===== src/rtl/fp32_pkg.sv =====
// rtl/fp32_pkg.sv - shared FP32 state, operand-type and constant definitions
package fp32_pkg;

  typedef enum logic [2:0] {
    ST_START,
    ST_CLASS,
    ST_CHECK,
    ST_ALIGN,
    ST_DIV,
    ST_ROUND,
    ST_RANGE,
    ST_FINISH
  } state_t;

  typedef enum logic [1:0] {
    T_ZER,
    T_INF,
    T_NAN,
    T_NUM
  } fp_type_t;

  localparam int          BIAS        = 127;
  localparam int          EXP_MAX     = 255;
  localparam logic [30:0] INF_PATTERN = {8'hFF, 23'b0};

endpackage


===== src/rtl/fp32_classify.sv =====
// rtl/fp32_classify.sv - combinational FP32 operand classifier (denormals read as zero)
module fp32_classify
  import fp32_pkg::*;
(
  input  logic [31:0] op,
  output fp_type_t    kind
);

  logic unused_sign;
  assign unused_sign = op[31];

  always_comb begin
    kind = T_NUM;
    if (op[30:23] == 8'(EXP_MAX)) begin
      kind = (op[22:0] == 23'b0) ? T_INF : T_NAN;
    end else if (op[30:23] == 8'b0) begin
      kind = T_ZER;
    end
  end

endmodule


===== src/rtl/verilog_divider.sv =====
// rtl/verilog_divider.sv - multi-cycle FP32 divider, restoring mantissa loop, round-to-nearest-even
// Optional status flags output enabled by defining DIV_FLAGS_EN.
module verilog_divider
  import fp32_pkg::*;
#(
  parameter logic [30:0] NAN_PATTERN = 31'h7FFFFFFF,
  parameter int          QBITS       = 25
)(
  input  logic        clk,
  input  logic        rst,
  input  logic        ready,
  input  logic [31:0] op1,
  input  logic [31:0] op2,
  output logic [31:0] res,
  output logic        done
`ifdef DIV_FLAGS_EN
  ,
  output logic [3:0]  flags
`endif
);

  localparam int CW = $clog2(QBITS);

  state_t            state;
  logic              s1, s2;
  logic [7:0]        e1, e2;
  logic [23:0]       m1, m2;
  fp_type_t          t1, t2, rtype;
  fp_type_t          k1, k2;
  logic signed [9:0] exp_tmp;
  logic [25:0]       rem;
  logic [QBITS-1:0]  q;
  logic [CW-1:0]     cnt;
  logic [22:0]       frac;
  logic [30:0]       nres;
  logic              round_up;
  logic              carry;
`ifdef DIV_FLAGS_EN
  logic              ovf, udf;
`endif

  fp32_classify u_class1 (.op({s1, e1, m1[22:0]}), .kind(k1));
  fp32_classify u_class2 (.op({s2, e2, m2[22:0]}), .kind(k2));

  // q[0] is the guard bit; any leftover remainder acts as sticky
  assign round_up = q[0] & ((rem != 26'b0) | q[1]);
  assign carry    = round_up & (&q[QBITS-1:1]);

  always_ff @(posedge clk or negedge rst) begin
    if (!rst) begin
      state   <= ST_START;
      res     <= 32'b0;
      done    <= 1'b0;
      s1      <= 1'b0;
      s2      <= 1'b0;
      e1      <= 8'b0;
      e2      <= 8'b0;
      m1      <= 24'b0;
      m2      <= 24'b0;
      t1      <= T_ZER;
      t2      <= T_ZER;
      rtype   <= T_ZER;
      exp_tmp <= 10'sd0;
      rem     <= 26'b0;
      q       <= '0;
      cnt     <= '0;
      frac    <= 23'b0;
      nres    <= 31'b0;
`ifdef DIV_FLAGS_EN
      flags   <= 4'b0;
      ovf     <= 1'b0;
      udf     <= 1'b0;
`endif
    end else begin
      case (state)
        ST_START: begin
          done <= 1'b0;
`ifdef DIV_FLAGS_EN
          flags <= 4'b0;
`endif
          if (ready) begin
            s1    <= op1[31];
            e1    <= op1[30:23];
            m1    <= {1'b1, op1[22:0]};
            s2    <= op2[31];
            e2    <= op2[30:23];
            m2    <= {1'b1, op2[22:0]};
`ifdef DIV_FLAGS_EN
            ovf   <= 1'b0;
            udf   <= 1'b0;
`endif
            state <= ST_CLASS;
          end
        end
        ST_CLASS: begin
          t1    <= k1;
          t2    <= k2;
          state <= ST_CHECK;
        end
        ST_CHECK: begin
          if (t1 == T_NAN || t2 == T_NAN || (t1 == T_ZER && t2 == T_ZER) ||
              (t1 == T_INF && t2 == T_INF)) begin
            rtype <= T_NAN;
            state <= ST_FINISH;
          end else if (t1 == T_INF || t2 == T_ZER) begin
            rtype <= T_INF;
            state <= ST_FINISH;
          end else if (t1 == T_ZER || t2 == T_INF) begin
            rtype <= T_ZER;
            state <= ST_FINISH;
          end else begin
            rtype <= T_NUM;
            state <= ST_ALIGN;
          end
        end
        ST_ALIGN: begin
          // pre-shift a smaller dividend so the first quotient bit is always 1
          if (m1 < m2) begin
            rem     <= {1'b0, m1, 1'b0};
            exp_tmp <= $signed({2'b00, e1}) - $signed({2'b00, e2}) + 10'sd126;
          end else begin
            rem     <= {2'b00, m1};
            exp_tmp <= $signed({2'b00, e1}) - $signed({2'b00, e2}) + 10'(BIAS);
          end
          q     <= '0;
          cnt   <= '0;
          state <= ST_DIV;
        end
        ST_DIV: begin
          if (rem >= {2'b00, m2}) begin
            rem <= (rem - {2'b00, m2}) << 1;
            q   <= {q[QBITS-2:0], 1'b1};
          end else begin
            rem <= rem << 1;
            q   <= {q[QBITS-2:0], 1'b0};
          end
          cnt <= cnt + 1'b1;
          if (cnt == CW'(QBITS - 1)) state <= ST_ROUND;
        end
        ST_ROUND: begin
          frac    <= q[QBITS-2:1] + {22'b0, round_up};
          exp_tmp <= exp_tmp + (carry ? 10'sd1 : 10'sd0);
          state   <= ST_RANGE;
        end
        ST_RANGE: begin
          if (exp_tmp >= 10'(EXP_MAX)) begin
            rtype <= T_INF;
`ifdef DIV_FLAGS_EN
            ovf   <= 1'b1;
`endif
          end else if (exp_tmp <= 10'sd0) begin
            rtype <= T_ZER;
`ifdef DIV_FLAGS_EN
            udf   <= 1'b1;
`endif
          end else begin
            nres <= {exp_tmp[7:0], frac};
          end
          state <= ST_FINISH;
        end
        ST_FINISH: begin
          case (rtype)
            T_ZER:   res <= {s1 ^ s2, 31'b0};
            T_INF:   res <= {s1 ^ s2, INF_PATTERN};
            T_NAN:   res <= {s1 ^ s2, NAN_PATTERN};
            default: res <= {s1 ^ s2, nres};
          endcase
          done  <= 1'b1;
`ifdef DIV_FLAGS_EN
          flags <= {rtype == T_NAN, t1 == T_NUM && t2 == T_ZER, ovf, udf};
`endif
          state <= ST_START;
        end
        default: state <= ST_START;
      endcase
    end
  end

endmodule


===== config.mk =====
export PLATFORM = sky130hd
export DESIGN_NAME = verilog_divider
export DESIGN_NICKNAME = d
export VERILOG_FILES = /design/src/rtl/fp32_pkg.sv /design/src/rtl/fp32_classify.sv /design/src/rtl/verilog_divider.sv
export SDC_FILE = /design/constraint.sdc
export NUM_CORES = 1
export LEC_CHECK = 0
export CAP_MARGIN = 20
export CORE_MARGIN = 4
export CORE_UTILIZATION = 64
export DETAILED_ROUTE_END_ITERATION = 10
export PLACE_DENSITY = 0.87
export SLEW_MARGIN = 15
export SYNTH_ARGS = -nofsm -noshare
export SYNTH_HDL_FRONTEND = slang
export SYNTH_SLANG_ARGS = --single-unit
export TNS_END_PERCENT = 10

===== constraint.sdc =====
create_clock -name clk -period 7.31 [get_ports clk]
set_input_delay 1.462 -clock clk [delete_from_list [all_inputs] [get_ports clk]]
set_output_delay 1.462 -clock clk [all_outputs]
set_load 0.05 [all_outputs]

## Yosys cells after proc, flatten, opt, wreduce, memory -nomap -nowiden

Index checks and enable logic that the tools add are counted.

| word-level totals | value |
|---|---|
| register bits after elaboration | 228 |
| bits in latches | 0 |
| RAM bits | 0 |
| ROM bits | 0 |
| output and inout port bits | 33 |
| word-level logic and storage cells | 108 |
| memories kept | 0 |

| cells by class | value |
|---|---|
| add/subtract/negate cells | 7 |
| multipliers | 0 |
| div/mod/pow operators | 0 |
| $lt $le $gt $ge | 4 |
| eq/ne operators | 19 |
| shift operators | 0 |
| multiplexer cells | 29 |
| bitwise logic cells | 6 |
| reduce and logical (&&, ||, !) cells | 25 |

Operators by type and width:

| kind | count |
|---|---|
| 31-bit case mux with 3 select lines | 1 |
| 26-bit case mux with 2 select lines | 1 |
| 25-bit case mux with 2 select lines | 1 |
| 23-bit logical NOT | 2 |
| 26-bit by 24-bit greater-or-equal comparator with 1-bit output | 1 |
| 26-bit two-way mux | 1 |
| 26-bit nonzero test | 1 |
| 25-bit two-way mux | 1 |
| 25-bit by 24-bit subtractor with 25-bit output | 1 |
| 24-bit < comparator | 1 |
| 3-bit case mux with 8 select lines | 1 |
| 24-bit AND reduction | 1 |
| 23-bit by 1-bit adder with 23-bit output | 1 |
| 2-bit two-way mux | 11 |
| 9-bit by 8-bit adder with 10-bit output, second input constant | 2 |
| 10-bit case mux with 2 select lines | 1 |
| 8-bit == test, second input constant | 2 |
| 8-bit logical NOT | 2 |
| 3-bit two-way mux | 5 |
| 3-bit == test, second input constant | 4 |
| 10-bit by 2-bit adder with 10-bit output | 1 |
| 10-bit by 9-bit greater-or-equal comparator with 1-bit output, second input constant | 1 |
| 10-bit by 1-bit less-or-equal comparator with 1-bit output, second input constant | 1 |
| 10-bit two-way mux | 1 |
| 24 further kinds | 45 |

## Longest topological paths before layout

| depth | value |
|---|---|
| depth after elaboration | 7 |
| gate-level depth with buffers | 14 |
| mapped depth without buffers | 12 |

## Hierarchy

Synthesis repeated with hierarchy kept, for this count alone.

| unflattened totals | value |
|---|---|
| cells, all modules | 1,235 |
| area total of the unflattened synthesis | 12,632.1 sq um |

Modules (own cells, without submodules):

| module | instances | cells an instance | area an instance (sq um) | seq. area each (sq um) |
|---|---|---|---|---|
| verilog_divider | 1 | 1,201 | 12,386.9 | 5,680.4 |
| fp32_classify | 2 | 17 | 122.6 | 0.0 |

## Worst setup path before layout

OpenSTA, ideal clock, no wires.

| path | value |
|---|---|
| kind | reg-to-reg |
| start | reg m2[4] |
| end | reg rem[22] |
| setup time | 0.129 ns |
| data arrival time | 2.566 ns |
| data required time | 7.181 ns |
| slack | 4.615 ns |
| stages on the path, launching flop included | 12 |
| path buffers | 0 |
| period minus slack after synthesis | 2.695 ns |
| cells stage by stage | dfrtp_1 inv_1 ha_1 a21o_1 a31oi_1 nand3_1 a311oi_4 o22ai_2 a311o_1 a31oi_1 mux2i_1 nand3_1 |

| on the way | value |
|---|---|
| word-level cells in the longest chain between the ends | 3 |

RTL lines:

| what | RTL line | source |
|---|---|---|
| start: declaration | verilog_divider.sv:27 | `logic [23:0] m1, m2;` |
| start signal: assignment | verilog_divider.sv:87 | `m2 <= {1'b1, op2[22:0]};` |
| 25-bit by 24-bit subtractor with 25-bit output (tied with other cells) | verilog_divider.sv:131 | `rem <= (rem - {2'b00, m2}) << 1;` |
| 26-bit two-way mux or 25-bit two-way mux (tied branches) | verilog_divider.sv:130, verilog_divider.sv:118 |  |
| 26-bit case mux with 2 select lines (*) | verilog_divider.sv:75 | `case (state)` |
| end signal: assignment | verilog_divider.sv:122 | `rem <= {2'b00, m1};` |
| end signal: assignment | verilog_divider.sv:131 |  |
| end signal: assignment | verilog_divider.sv:134 | `rem <= rem << 1;` |
| end: declaration | verilog_divider.sv:31 | `logic [25:0] rem;` |

Mark *: on every way between the ends. The rest lies on a longest branch, timed or not.
A chain may end at the register's enable or synchronous reset.

## Worst setup path in the final report

| path | value |
|---|---|
| start | reg rem[0] |
| end | reg rem[6] |

| on the way | value |
|---|---|
| word-level cells in the longest chain between the ends | 3 |

RTL lines:

| what | RTL line | source |
|---|---|---|
| start signal: assignment | verilog_divider.sv:119 | `rem <= {1'b0, m1, 1'b0};` |
| start signal: assignment | verilog_divider.sv:122 |  |
| start signal: assignment | verilog_divider.sv:131 |  |
| 25-bit by 24-bit subtractor with 25-bit output or 26-bit by 24-bit greater-or-equal comparator with 1-bit output (tied branches) | verilog_divider.sv:131, verilog_divider.sv:130 |  |
| 26-bit two-way mux (*) | verilog_divider.sv:130 | `if (rem >= {2'b00, m2}) begin` |
| 26-bit case mux with 2 select lines (*) | verilog_divider.sv:75 |  |

Marks and branches as above.

==> qor.txt <==
==================================================================================
Status                                                                complete, no violations
Final wirelength                                                           29.3 mm
Critical register-to-register path startpoint                               rem[0]
Fraction of layout cells with a size suffix above 1                          11.7%
Initial antenna violation count                                                  0
Crit-path max FO                                                                29
Gr usage total                                                               27.0%
Final setup violation count                                                      0
Inserted Clock Buffers                                                          25
Family of cells with the greatest summed delay on the critical path   compound AO/OA/AOI/OAI gates
Horizontal die dimension                                                    148 um
Maximum buffer depth of the clock tree                                           3
DRC Markers                                                                      0
Share of the clock period used by the worst path                             49.7%
Placer's final routability congestion estimate                               0.967
Most instantiated flip-flop cell in the synthesis netlist             sky130_fd_sc_hd__dfrtp_1
Area of the die                                                          21900 um2
Nets@finish                                                                   1462
Clock transition at path regs                                              0.06 ns
Synthesis-to-layout area growth                                              15.7%
Crit Path Class                                                         reg -> reg
Number of antenna repair diodes                                                  0
Hold buffer count at CTS                                                         0
Clock tree from TritonCTS                                                      yes
Boundary Pins                                                                  100
Largest net degree at the start of global routing                              123
Worst Tran Pin Value                                                       1.03 ns
EDFF count, synth                                                                0
Crit path from                                                              rem[0]
PD cells                                                                547 nW/um2
Detailed-routed wire length on met3                                        1.60 mm
Most used cells in the layout excluding fill and tap cells            sky130_fd_sc_hd__dfrtp_1, sky130_fd_sc_hd__nand2_1, sky130_fd_sc_hd__clkdlybuf4s50_1
Number of filler cells placed in the layout                                   1261
Setup TNS                                                                     0 ns
Worst min path class                                                    reg -> reg
Unrepaired setup endpoints after global routing                                 no
Synthesized Nets                                                              1388
Kind of capture point of the worst setup path                            flip-flop
Worst endpoint required time                                               7.70 ns
Total core area                                                          19000 um2
Sinks on the clock net                                                         227
List of cells traversed by the critical path                          inv_1, ha_1, fa_1, nor2b_1, o211a_1, o41ai_1, a21boi_1, o2111ai_1, and3_1, buf_4, nor2_1, a21oi_1, o21ai_0
Fraction of the yosys area taken by sequential cells                         45.3%
Met2 wire length                                                           14.6 mm
Minimum hold slack                                                        0.477 ns
Number of storage elements in the synthesis netlist                            227
First-pass GRT wire length                                                 49.0 mm
Synth Area per Inst                                                       10.0 um2
Slowest stage cell, crit path                                         sky130_fd_sc_hd__and3_1
Via count normalized by instance count                                        6.18
Post-Synthesis Cell Area                                                 12500 um2
Initial detailed-routing violation count                                       806
Gates resized, CTS repair                                                        0
Clk Latency, worst-skew pair                                               0.53 ns
Number of nets with antenna violations after detailed routing                    0
Arrival time worst endpoint                                                4.02 ns
Effective utilization at floorplan                                           66.1%
Clock H-tree levels                                                              1
Worst clock skew                                                        0.00793 ns
Number of buffers and inverters on the critical path                             2
WL met1                                                                    11.9 mm
CTS root buf                                                          sky130_fd_sc_hd__clkbuf_16
Unique masters post-synth                                                       64
Startpoint class of the critical path                                    flip-flop
Highest signal layer in the routed design                                     met4
Peak supply drop                                                          0.404 mV
Period minus WS final                                                      3.63 ns
Final Max Slew Viols                                                             0
Quantity of I/O buffers inserted on ports                                       99
Routed wirelength normalized by instance count                             18.3 um
Total via count after detailed routing                                        9911
Post-Syn Instances                                                            1251
Leading cell type in the layout, fill and taps excluded               sky130_fd_sc_hd__dfrtp_1
Number of hold-slack violations in the final timing report                       0
Max-cap viol count                                                               0
Slew HR                                                                      31.5%
Die extent in y                                                             148 um
Num rows                                                                        50
Iteration count of the initial detailed-routing pass                             5
Vias in the first global route                                                9976
Fraction of synthesis flops using an asynchronous set or reset pin            100%
Final HPWL DP                                                              20.2 mm
Crit-path max cell delay                                                   0.63 ns
Setup repair bufs after CTS                                                      0
Pleak                                                                      6.45 nW
Remaining global-route overflow                                                  0
Start point of the worst min-delay path                                    res[26]
Top achievable clock speed                                               0.275 GHz
Synth warnings                                                                   0
==================================================================================
==> power by group <==
group	switching [mW]	internal (mW)
clock network	0.511	0.711
logic	2.66	1.89
registers	0.466	1.70
total	3.63	4.29
==> registers in the layout (all words and copies together) (netlist names), 5 cells and up <==
name and count:
cnt 5, e1 8, e2 8, exp_tmp 10, frac 23, m1 24
m2 23, nres 31, q 25, rem 26, res 32
==> path summary, 6_finish.rpt <==
path,to,slack [ns],cells after the start
min in group asynchronous,res[31],1.02,1
max in group asynchronous,frac[21],5.03,2
hold / removal,res[26],0.48,2
hold reg to reg,res[26],0.48,2
setup reg to reg,rem[6],3.68,13
setup / recovery,rem[6],3.68,13
==> cell families (layout without fill, tap and decap cells) <==
group,after synthesis,count (layout),share of synthesized area (%)
AOI/OAI and AO/OA,313,313,15.8
xor gates and xnor gates,63,63,4.40
adders and majority gates,71,71,7.13
buffers and inverters,116,209,3.67
DFF,227,227,45.3
muxes,126,126,11.0
and+or+nand+nor,335,335,12.7
==> routing by layer <==
layer / up-vias / GRT usage (%)
li1: 4682 / -
met3: 80 / 3.40
met5: - / 0
met2: 330 / 47.5
met4: 0 / 10.3
met1: 4819 / 34.3
==> through the flow <==
step,instances,total power [mW],setup slack [ns],utilization (%),cell area [um2]
after floorplan,1251,5.51,4.62,-,12500
after global placement,1558,6.43,3.90,72.3,13700
after detailed placement,1558,6.60,3.84,72.3,13700
after CTS,1604,7.89,3.71,76.5,14500
after global routing,1604,8.51,3.38,76.5,14500
final,1604,7.93,3.68,76.5,14500
==> tightest hold or removal path: stages (launching register included) <==
cell                      delay (ns)
sky130_fd_sc_hd__dfrtp_1        0.34
sky130_fd_sc_hd__nand2_1        0.05
sky130_fd_sc_hd__o31ai_1        0.05
==> cells in the mapped netlist (2+ instances only) <==
cell | instances | area (um2)
sky130_fd_sc_hd__o21bai_1 | 5 | 37.5
sky130_fd_sc_hd__nand2_1 | 136 | 510
sky130_fd_sc_hd__nor3_1 | 16 | 80.1
sky130_fd_sc_hd__nand4b_1 | 2 | 17.5
sky130_fd_sc_hd__buf_4 | 2 | 15.0
sky130_fd_sc_hd__xnor2_1 | 40 | 350
sky130_fd_sc_hd__a31oi_1 | 14 | 87.6
sky130_fd_sc_hd__a21oi_1 | 84 | 420
sky130_fd_sc_hd__o21ai_1 | 7 | 35.0
sky130_fd_sc_hd__and4_1 | 3 | 26.3
sky130_fd_sc_hd__o21a_1 | 2 | 15.0
sky130_fd_sc_hd__o211ai_2 | 2 | 25.0
sky130_fd_sc_hd__a211oi_1 | 8 | 60.1
sky130_fd_sc_hd__nor4_1 | 24 | 150
sky130_fd_sc_hd__nor3b_1 | 2 | 15.0
sky130_fd_sc_hd__o2111ai_1 | 3 | 26.3
sky130_fd_sc_hd__and3_1 | 8 | 50.1
sky130_fd_sc_hd__o211ai_1 | 21 | 158
sky130_fd_sc_hd__and2_1 | 4 | 25.0
sky130_fd_sc_hd__dfrtp_1 | 227 | 5680
sky130_fd_sc_hd__nand4_1 | 29 | 181
sky130_fd_sc_hd__inv_1 | 51 | 191
sky130_fd_sc_hd__a41oi_1 | 3 | 26.3
sky130_fd_sc_hd__mux2i_1 | 31 | 310
sky130_fd_sc_hd__buf_1 | 3 | 11.3
sky130_fd_sc_hd__clkbuf_1 | 50 | 188
sky130_fd_sc_hd__a22o_1 | 28 | 245
sky130_fd_sc_hd__a311oi_1 | 3 | 26.3
sky130_fd_sc_hd__o41ai_1 | 2 | 17.5
sky130_fd_sc_hd__a32o_1 | 2 | 20.0
sky130_fd_sc_hd__o31ai_1 | 7 | 52.6
sky130_fd_sc_hd__nand3_1 | 28 | 140
sky130_fd_sc_hd__mux2_2 | 95 | 1070
sky130_fd_sc_hd__or3_1 | 3 | 18.8
sky130_fd_sc_hd__nand2b_1 | 6 | 37.5
sky130_fd_sc_hd__a211o_1 | 3 | 26.3
sky130_fd_sc_hd__o21ai_0 | 95 | 475
sky130_fd_sc_hd__ha_1 | 69 | 863
sky130_fd_sc_hd__nor2b_1 | 15 | 93.8
sky130_fd_sc_hd__buf_2 | 7 | 35.0
sky130_fd_sc_hd__nor2_1 | 54 | 203
sky130_fd_sc_hd__xor2_1 | 23 | 201
sky130_fd_sc_hd__a21o_1 | 13 | 97.6
==> cell type report <==
cell class,instances,area [um2],share of cell area (%)
well taps,260,325,2.24
repair buffers,111,1090,7.49
inverters,52,195,1.35
clock inverters,11,101,0.699
multi-input cells,908,6410,44.2
clock buffers,35,703,4.85
flip-flops and latches,227,5680,39.2
Note: power is estimated with default switching activity, not from simulation.
